**src/rtl/stb_drain_controller.sv**
```systemverilog
// Store-buffer drain sequencer: moves entries from the store buffer datapath into the dcache,
// draining on watermark, age or flush, yielding the port to loads between bounded bursts.
module stb_drain_controller #(
   parameter int DEPTH       = 8,
   parameter int CNT_W       = $clog2(DEPTH + 1),
   parameter int WATERMARK   = 4,
   parameter int BURST_MAX   = 4,
   parameter int AGE_LIMIT   = 16,
   parameter int ACK_TIMEOUT = 64
) (
   input  logic             clk,
   input  logic             rst_n,
   input  logic [CNT_W-1:0] stb_count,
   input  logic             stb_empty,
   input  logic             stb_full,
   input  logic             flush_req,
   input  logic             ld_req,
   input  logic             dcache2stb_ack,
   output logic             stb_rd_en,
   output logic             rd_sel,
   output logic             stb2dcache_req,
   output logic             stb2dcache_w_en,
   output logic             dmem_sel_o,
   output logic             flush_done,
   output logic             drain_busy,
   output logic             timeout_err
);

   localparam int BURST_W = $clog2(BURST_MAX + 1);
   localparam int AGE_W   = $clog2(AGE_LIMIT + 1);
   localparam int WAIT_W  = $clog2(ACK_TIMEOUT + 1);

   localparam logic [CNT_W-1:0]   WM_LVL     = CNT_W'(WATERMARK);
   localparam logic [CNT_W-1:0]   LAST_ENTRY = CNT_W'(1);
   localparam logic [BURST_W-1:0] BURST_LAST = BURST_W'(BURST_MAX - 1);
   localparam logic [AGE_W-1:0]   AGE_MAX    = AGE_W'(AGE_LIMIT);
   localparam logic [WAIT_W-1:0]  WAIT_LAST  = WAIT_W'(ACK_TIMEOUT - 1);
   localparam logic [WAIT_W-1:0]  WAIT_SAT   = WAIT_W'(ACK_TIMEOUT);

   typedef enum logic [1:0] {
      IDLE  = 2'd0,
      WRITE = 2'd1,
      YIELD = 2'd2
   } state_t;

   state_t              state;
   logic                own_port;
   logic                busy;
   logic                flush_pending;
   logic [BURST_W-1:0]  burst_cnt;
   logic [AGE_W-1:0]    age_cnt;
   logic [WAIT_W-1:0]   ack_wait_cnt;

   logic trigger;
   logic yield_ok;
   logic flush_hit;

   always_comb begin
      trigger   = stb_full
                  || (stb_count >= WM_LVL)
                  || (flush_pending && !stb_empty)
                  || (!stb_empty && (age_cnt == AGE_MAX));
      yield_ok  = ld_req && !stb_full && !flush_pending;
      flush_hit = flush_pending && stb_empty && (state == IDLE);
   end

   // own_port mirrors state==WRITE but comes straight from a flop, so the
   // dcache-facing strobes carry no decode logic.
   assign stb2dcache_req  = own_port;
   assign rd_sel          = own_port;
   assign stb2dcache_w_en = own_port;
   assign dmem_sel_o      = own_port;
   assign drain_busy      = busy;
   assign flush_done      = flush_hit;
   // NOTE: the read-pointer advance must land in the ack cycle itself, so it is
   // combinational on the ack rather than registered.
   assign stb_rd_en       = own_port && dcache2stb_ack;

   // NOTE: all state below uses non-blocking assignments so every branch reads
   // the pre-edge values and the update order inside the block does not matter.
   always_ff @(posedge clk or negedge rst_n) begin
      if (!rst_n) begin
         state         <= IDLE;
         own_port      <= 1'b0;
         busy          <= 1'b0;
         flush_pending <= 1'b0;
         timeout_err   <= 1'b0;
         burst_cnt     <= '0;
         age_cnt       <= '0;
         ack_wait_cnt  <= '0;
      end else begin
         if (flush_hit) begin
            flush_pending <= 1'b0;
         end else if (flush_req) begin
            flush_pending <= 1'b1;
         end

         unique case (state)
            IDLE: begin
               if (trigger) begin
                  state        <= WRITE;
                  own_port     <= 1'b1;
                  busy         <= 1'b1;
                  burst_cnt    <= '0;
                  ack_wait_cnt <= '0;
                  age_cnt      <= '0;
               end else if (stb_empty) begin
                  age_cnt <= '0;
               end else if (age_cnt != AGE_MAX) begin
                  age_cnt <= age_cnt + 1'b1;
               end
            end

            WRITE: begin
               // This is the ACK_TIMEOUT-th waiting cycle; an ack now still counts as late.
               if (ack_wait_cnt == WAIT_LAST) begin
                  timeout_err <= 1'b1;
               end

               if (stb_empty) begin
                  state        <= IDLE;
                  own_port     <= 1'b0;
                  busy         <= 1'b0;
                  burst_cnt    <= '0;
                  ack_wait_cnt <= '0;
               end else if (dcache2stb_ack) begin
                  ack_wait_cnt <= '0;
                  if (stb_count == LAST_ENTRY) begin
                     state     <= IDLE;
                     own_port  <= 1'b0;
                     busy      <= 1'b0;
                     burst_cnt <= '0;
                  end else if (burst_cnt == BURST_LAST) begin
                     burst_cnt <= '0;
                     if (yield_ok) begin
                        state    <= YIELD;
                        own_port <= 1'b0;
                     end
                  end else begin
                     burst_cnt <= burst_cnt + 1'b1;
                  end
               end else if (ack_wait_cnt != WAIT_SAT) begin
                  ack_wait_cnt <= ack_wait_cnt + 1'b1;
               end
            end

            YIELD: begin
               if (stb_empty) begin
                  state    <= IDLE;
                  own_port <= 1'b0;
                  busy     <= 1'b0;
               end else if (!ld_req || stb_full || flush_pending) begin
                  state        <= WRITE;
                  own_port     <= 1'b1;
                  burst_cnt    <= '0;
                  ack_wait_cnt <= '0;
               end
            end

            default: begin
               state    <= IDLE;
               own_port <= 1'b0;
               busy     <= 1'b0;
            end
         endcase
      end
   end

endmodule

```
**config.mk**
```make
export PLATFORM = sky130hd
export DESIGN_NAME = stb_drain_controller
export DESIGN_NICKNAME = d
export VERILOG_FILES = /design/src/rtl/stb_drain_controller.sv
export SDC_FILE = /design/constraint.sdc
export NUM_CORES = 1
export LEC_CHECK = 0
export CORE_UTILIZATION = 30
export CTS_BUF_LIST = sky130_fd_sc_hd__clkbuf_8
export CTS_CLUSTER_SIZE = 30
export DETAILED_ROUTE_END_ITERATION = 7
export GPL_TIMING_DRIVEN = 0
export SYNTH_ARGS = -nofsm -noshare
export SYNTH_HDL_FRONTEND = slang
export SYNTH_SLANG_ARGS = --single-unit
```
**constraint.sdc**
```tcl
create_clock -name clk -period 2.2 [get_ports clk]
set_input_delay 0.55 -clock clk [delete_from_list [all_inputs] [get_ports clk]]
set_output_delay 0.55 -clock clk [all_outputs]
set_load 0.01 [all_outputs]
```
==> reports/qor.yml, run 1 <==
status:
  status: "complete, no violations"
cells_and_area:
  fin_nets: 161
  antenna_cells: 0
  final_common_cell: "dfrtp_1"
  n_fill_cell: 368
  final_cell_count_no_fill: 192
  regArea_um2: 527
  final_layout_size_suffix_gt1_share_pct: 13.2
  fin_area_um2: 1490
  multi_input_area_um2: 643
  final_cell_mix: "20 x dfrtp_1, 16 x clkdlybuf4s50_1, 11 x nand2_1"
  area_growth_syn_to_layout_pct: 23.5
drt:
  ant_nets: 0
  wire_per_inst_um: 12.6
  drc: 0
  dr.pass1.iters: 4
  wirelength_mm: 2.42
  avgViaCountPerCell: 5.17
  vias: 992
  drt_iter0_drc: 34
floorplan:
  core_um2: 3770
  dieArea_um2: 4290
  start_util_pct: 32.1
  die_w_um: 65.5
  fp.dieH_um: 65.5
  rows: 22
  ioPinCount: 19
power:
  irDropWorstVdd_uv: 365
  power_density_nw_per_um2: 834
  p_leak_nw: 0.657
synth:
  ys_warn_count: 0
  synthDistinctLibCells: 41
  synthTopCellsByArea: "dfrtp_1 43%, ha_1 5.2%, nand2_1 3.4%"
  syn-instance-count: 123
  syn_area_um2: 1210
  synth_area_leader_cell: "dfrtp_1"
  synth_edf_count: 0
  synth_top_area_share_pct: 43.4
  synth_flop_cell: "dfrtp_1"
  synth-seq-cells: 21
  ys_seq_area_share_pct: 43.4
  synthesis.nets: 139
  syn_avg_cell_area_um2: 9.84
  synthArstFlopShare_pct: 100
sta:
  relSlewSlack_pct: 35.6
  skew_ns: 0.00355
  tightest_slew_ns: 0.963
  setup_viol: 0
  final_max_slew_viol_count: 0
  hold_ws_ns: 0.484
  max_freq_ghz: 0.464
  hold_violations: 0
  period_share_pct: 97.9
  finalCriticalPeriod_ns: 2.15
  setup_tns_ns: 0
  layout_setup_ws_ns: 0.0465
clock_tree:
  cts.path.max_buffers: 2
  clk_pin_slew_ns: 0.07
  hold_buffers: 0
  cts_sinks: 21
  cts_setup_buffers: 0
  tritoncts: "built"
  numCtsBuffers: 3
  cts_root_buffer: "clkbuf_8"
  clock_latency_ns: 0.25
  cts_htree_levels: 1
global_routing:
  grt_max_degree: 22
  grt_pass1_vias: 923
  antenna_found_initial: 0
  track_usage_pct: 12.6
  grt_pass1_wl_mm: 4.13
  globalRouteOverflowTotal: 0
place:
  place.gp.congestion: 0.789
  dpl.hpwl_mm: 1.83
  port_buffers: 17
  placed_area_um2: 1440
  dp_cells: 188
  preCtsSetupSlack_ns: -0.0943
worst_setup_path:
  critPathKind: "register to primary output"
  slowest_delay_ns: 0.54
  cp_slowest_cell: "clkdlybuf4s50_1"
  reg2reg_from: "age_cnt[0]"
  worst_ep_arrival_time_ns: 1.60
  endpoint_kind: "primary output"
  critPathMaxFanout: 7
  cp-start-kind: "register"
  crit_start: "state[0]"
  critical_path_required_ns: 1.65
  cp_cell_sequence: "nor2_4, and3_1, clkdlybuf4s50_1"
hold_path:
  min_from: "timeout_err"
  hold_class: "register to register"
run:
  drv_cap: 0
==> cell usage after synthesis (all sizes together) (2+ instances only) <==
master and count:
dfrtp 21, nand2 11, nor2 11, a21oi 7, a21o 5, ha 5
inv 5, nand3 5, a31oi 4, mux2 4, nand2b 4, nor3 4
o21ai 4, buf 3, a22o 2, a41oi 2, and2 2, and3 2
clkbuf 2, nand3b 2, nor4b 2, o21a 2, or2 2, or3 2
==> metal layers <==
metal  share of wire, %  global-route usage [%]  routed length, µm
met1                 46                    15.8               1110
met4               0.41                    2.45                 10
met5                  0                       0                  0
met3                5.3                    3.82                129
met2                 48                    21.1               1160
==> worst paths after layout <==
path	to	slack, ns	depth (start not counted)
worst min-delay path	timeout_err	0.48	2
max in group asynchronous	state[0]	0.73	1
worst max-delay path	flush_done	0.05	3
min in group asynchronous	state[1]	0.83	1
worst min register to register	timeout_err	0.48	2
worst max register to register	ack_wait_cnt[0]	0.32	7
==> stage by stage <==
step / total power, mW / util, %
final: 1.25 / 39.6
after global routing: 1.33 / 39.6
after CTS: 1.25 / 39.4
after detailed placement: 1.00 / 38.2
after global placement: 0.987 / 38.2
after floorplan: 0.797 / -
==> cell families (layout without fill, tap and decap cells) <==
family | after synthesis | count (layout) | share of synthesized area, %
adder cells (fa/ha/maj) | 5 | 5 | 5.17
buffers and inverters | 10 | 31 | 4.03
AO/OA/AOI/OAI | 31 | 31 | 18.4
AND/OR/NAND/NOR | 52 | 52 | 25.2
flip-flops | 21 | 21 | 43.4
multiplexers | 4 | 4 | 3.72
==> critical path: cells and delay by family (launching register included) <==
family,cells,cell delay [ns]
and+or+nand+nor,2,0.34
DFF,1,0.47
buffers and inverters,1,0.54
==> power by group <==
group / internal (mW) / switching, mW
Sequential: 0.444 / 0.0709
Clock: 0.124 / 0.117
Combinational: 0.265 / 0.224
==> registers in the layout, summed over array words and instances, names as in the netlist <==
signal         cells
drain_busy         1
age_cnt            5
flush_pending      1
dmem_sel_o         1
burst_cnt          3
ack_wait_cnt       7
timeout_err        1
state              2
==> cell type report <==
class	count	area share (%)
multi-input cells	92	43.0
plain buffers	5	2.09
inverters	5	1.26
flip-flops and latches	21	35.3
clock inverters	1	0.251
clock buffers	3	2.76
well taps	48	4.02
repair buffers	17	11.3
==> timing repair <==
| item | 4_1_cts | 5_1_grt |
|---|---|---|
| pin swaps | 0 | 0 |
| resized for setup | 3 | 3 |
| hold endpoints to repair | 0 | 0 |
| setup endpoints to repair | 2 | 1 |
No activity file was read; power rests on OpenSTA's default activity.
==> inputs of run 2 (changes only) <==
--- a/config.mk
+++ b/config.mk
@@ -5,11 +5,15 @@
 export SDC_FILE = /design/constraint.sdc
 export NUM_CORES = 1
 export LEC_CHECK = 0
+export CELL_PAD_IN_SITES_DETAIL_PLACEMENT = 1
+export CELL_PAD_IN_SITES_GLOBAL_PLACEMENT = 2
 export CORE_UTILIZATION = 30
 export CTS_BUF_LIST = sky130_fd_sc_hd__clkbuf_8
 export CTS_CLUSTER_SIZE = 30
 export DETAILED_ROUTE_END_ITERATION = 7
 export GPL_TIMING_DRIVEN = 0
+export HOLD_SLACK_MARGIN = 0.12
+export PLACE_DENSITY_LB_ADDON = 0.1
 export SYNTH_ARGS = -nofsm -noshare
 export SYNTH_HDL_FRONTEND = slang
 export SYNTH_SLANG_ARGS = --single-unit
==> reports/qor.yml, run 2 (synthesis results as in run 1) <==
power:
  p_comb_share_pct: 39.0
  switching_power_mw: 0.432
  p_leak_nw: 0.672
  power_density_nw_per_um2: 845
  seq_power_share_pct: 40.7
  p_int_mw: 0.832
  sw_frac_of_total_pct: 34.1
  irDropWorstVdd_uv: 221
  power.share.clock_pct: 20.3
clock_tree:
  numCtsBuffers: 3
  tritoncts: "built"
  cts_htree_levels: 1
  clk_pin_slew_ns: 0.08
  cts.path.max_buffers: 2
  cts_root_buffer: "clkbuf_8"
  cts_sinks: 21
  clock_latency_ns: 0.26
  hold_buffers: 0
drt:
  ant_nets: 0
  dr.pass1.iters: 4
  vias: 999
  drc: 0
  drt_iter0_drc: 21
  wirelength_mm: 2.88
  avgViaCountPerCell: 5.20
  wire_per_inst_um: 15.0
run:
  drv_cap: 0
sta:
  max_freq_ghz: 0.491
  final_max_slew_viol_count: 0
  skew_ns: 0.00217
  hold_violations: 0
  tightest_slew_ns: 1.03
  finalCriticalPeriod_ns: 2.04
  rsz0062_at_grt: "false"
  period_share_pct: 92.7
  relSlewSlack_pct: 31.4
  setup_viol: 0
  layout_setup_ws_ns: 0.161
floorplan:
  dieArea_um2: 4290
  start_util_pct: 32.1
  rows: 22
  ioPinCount: 19
  core_um2: 3770
  fp.dieH_um: 65.5
  die_w_um: 65.5
cells_and_area:
  fin_nets: 161
  utilization_pct: 39.7
  area_growth_syn_to_layout_pct: 23.7
  antenna_cells: 0
  largest_reg_flops: 7
  largest-register: "ack_wait_cnt"
  final_cell_mix: "20 x dfrtp_1, 15 x clkdlybuf4s50_1, 11 x nand2_1"
  final_layout_size_suffix_gt1_share_pct: 13.2
  largest_registers: "ack_wait_cnt: 7 flops, age_cnt: 5 flops, burst_cnt: 3 flops"
  final_common_cell: "dfrtp_1"
worst_setup_path:
  reg2reg_slack_ns: 0.28
  cp-start-kind: "input pin"
  critPathKind: "input pin to register"
  critical_path_required_ns: 2.35
  worst_ep_arrival_time_ns: 2.19
  critPathMaxFanout: 7
  endpoint_kind: "register"
status:
  status: "complete, no violations"
global_routing:
  grt_max_degree: 22
  grt_pass1_wl_mm: 4.85
  globalRouteOverflowTotal: 0
  antenna_found_initial: 0
  track_usage_pct: 15.0
  grt_pass1_vias: 1035
place:
  preCtsSetupSlack_ns: -0.109
  port_buffers: 17
  place.gp.congestion: 0.667
  dpl.hpwl_mm: 2.15
hold_path:
  hold_class: "register to register"
run 2: worst max-delay path: stages:
cell	delay, ns
clkdlybuf4s50_1	0.55
nor3b_1	0.08
o31a_1	0.25
a21oi_2	0.33
o21ai_1	0.15
mux2_2	0.29
run 2: power groups by stage:
stage	clock network (mW)	logic (mW)	registers (mW)
floorplan	0	0.287	0.509
CTS	0.272	0.506	0.516
global placement	0	0.489	0.513
global route	0.290	0.537	0.528
finish	0.257	0.492	0.515
detailed placement	0	0.499	0.516
run 2: layer usage:
| layer | track usage (%) | part of all wire (%) |
|---|---|---|
| met5 | 0 | 0 |
| met4 | 4.89 | 1.1 |
| met3 | 2.78 | 3.5 |
| met2 | 25.3 | 47 |
| met1 | 19.0 | 48 |
run 2: timing repair:
item | in CTS | in global routing
endpoints found under the setup margin | 2 | 1
setup buffers | 0 | 0
resized for setup | 5 | 1
endpoints found under the hold margin | 0 | 0
run 2: path summary, 6_finish.rpt:
check	startpoint	end	depth (start not counted)
max reg2reg	age_cnt[0]	ack_wait_cnt[0]	7
min reg2reg	timeout_err	timeout_err	2
max	stb_full	ack_wait_cnt[0]	6
max in group asynchronous	rst_n	state[0]	1
min	timeout_err	timeout_err	2
min in group asynchronous	rst_n	age_cnt[1]	1
run 2: layout make-up:
cell class	count	area, µm²
inverter	5	18.8
fill	434	2270
multi-input combinational	92	643
sequential	21	527
clock buffer	3	41.3
timing repair buffer	17	171
tap	48	60.1
buffer	5	31.3
clock inverter	1	3.75
run 2: through the flow:
stage                     cell area, µm²  total power [mW]  TNS, ns  hold slack [ns]  std cells
final                               1500              1.26        0            0.480        192
after detailed placement            1440              1.02   -0.519            0.466        188
after CTS                           1490              1.29        0            0.486        192
after global routing                1500              1.36        0            0.505        192
after floorplan                     1210             0.797        0            0.254        123
after global placement              1440              1.00   -0.332            0.458        188
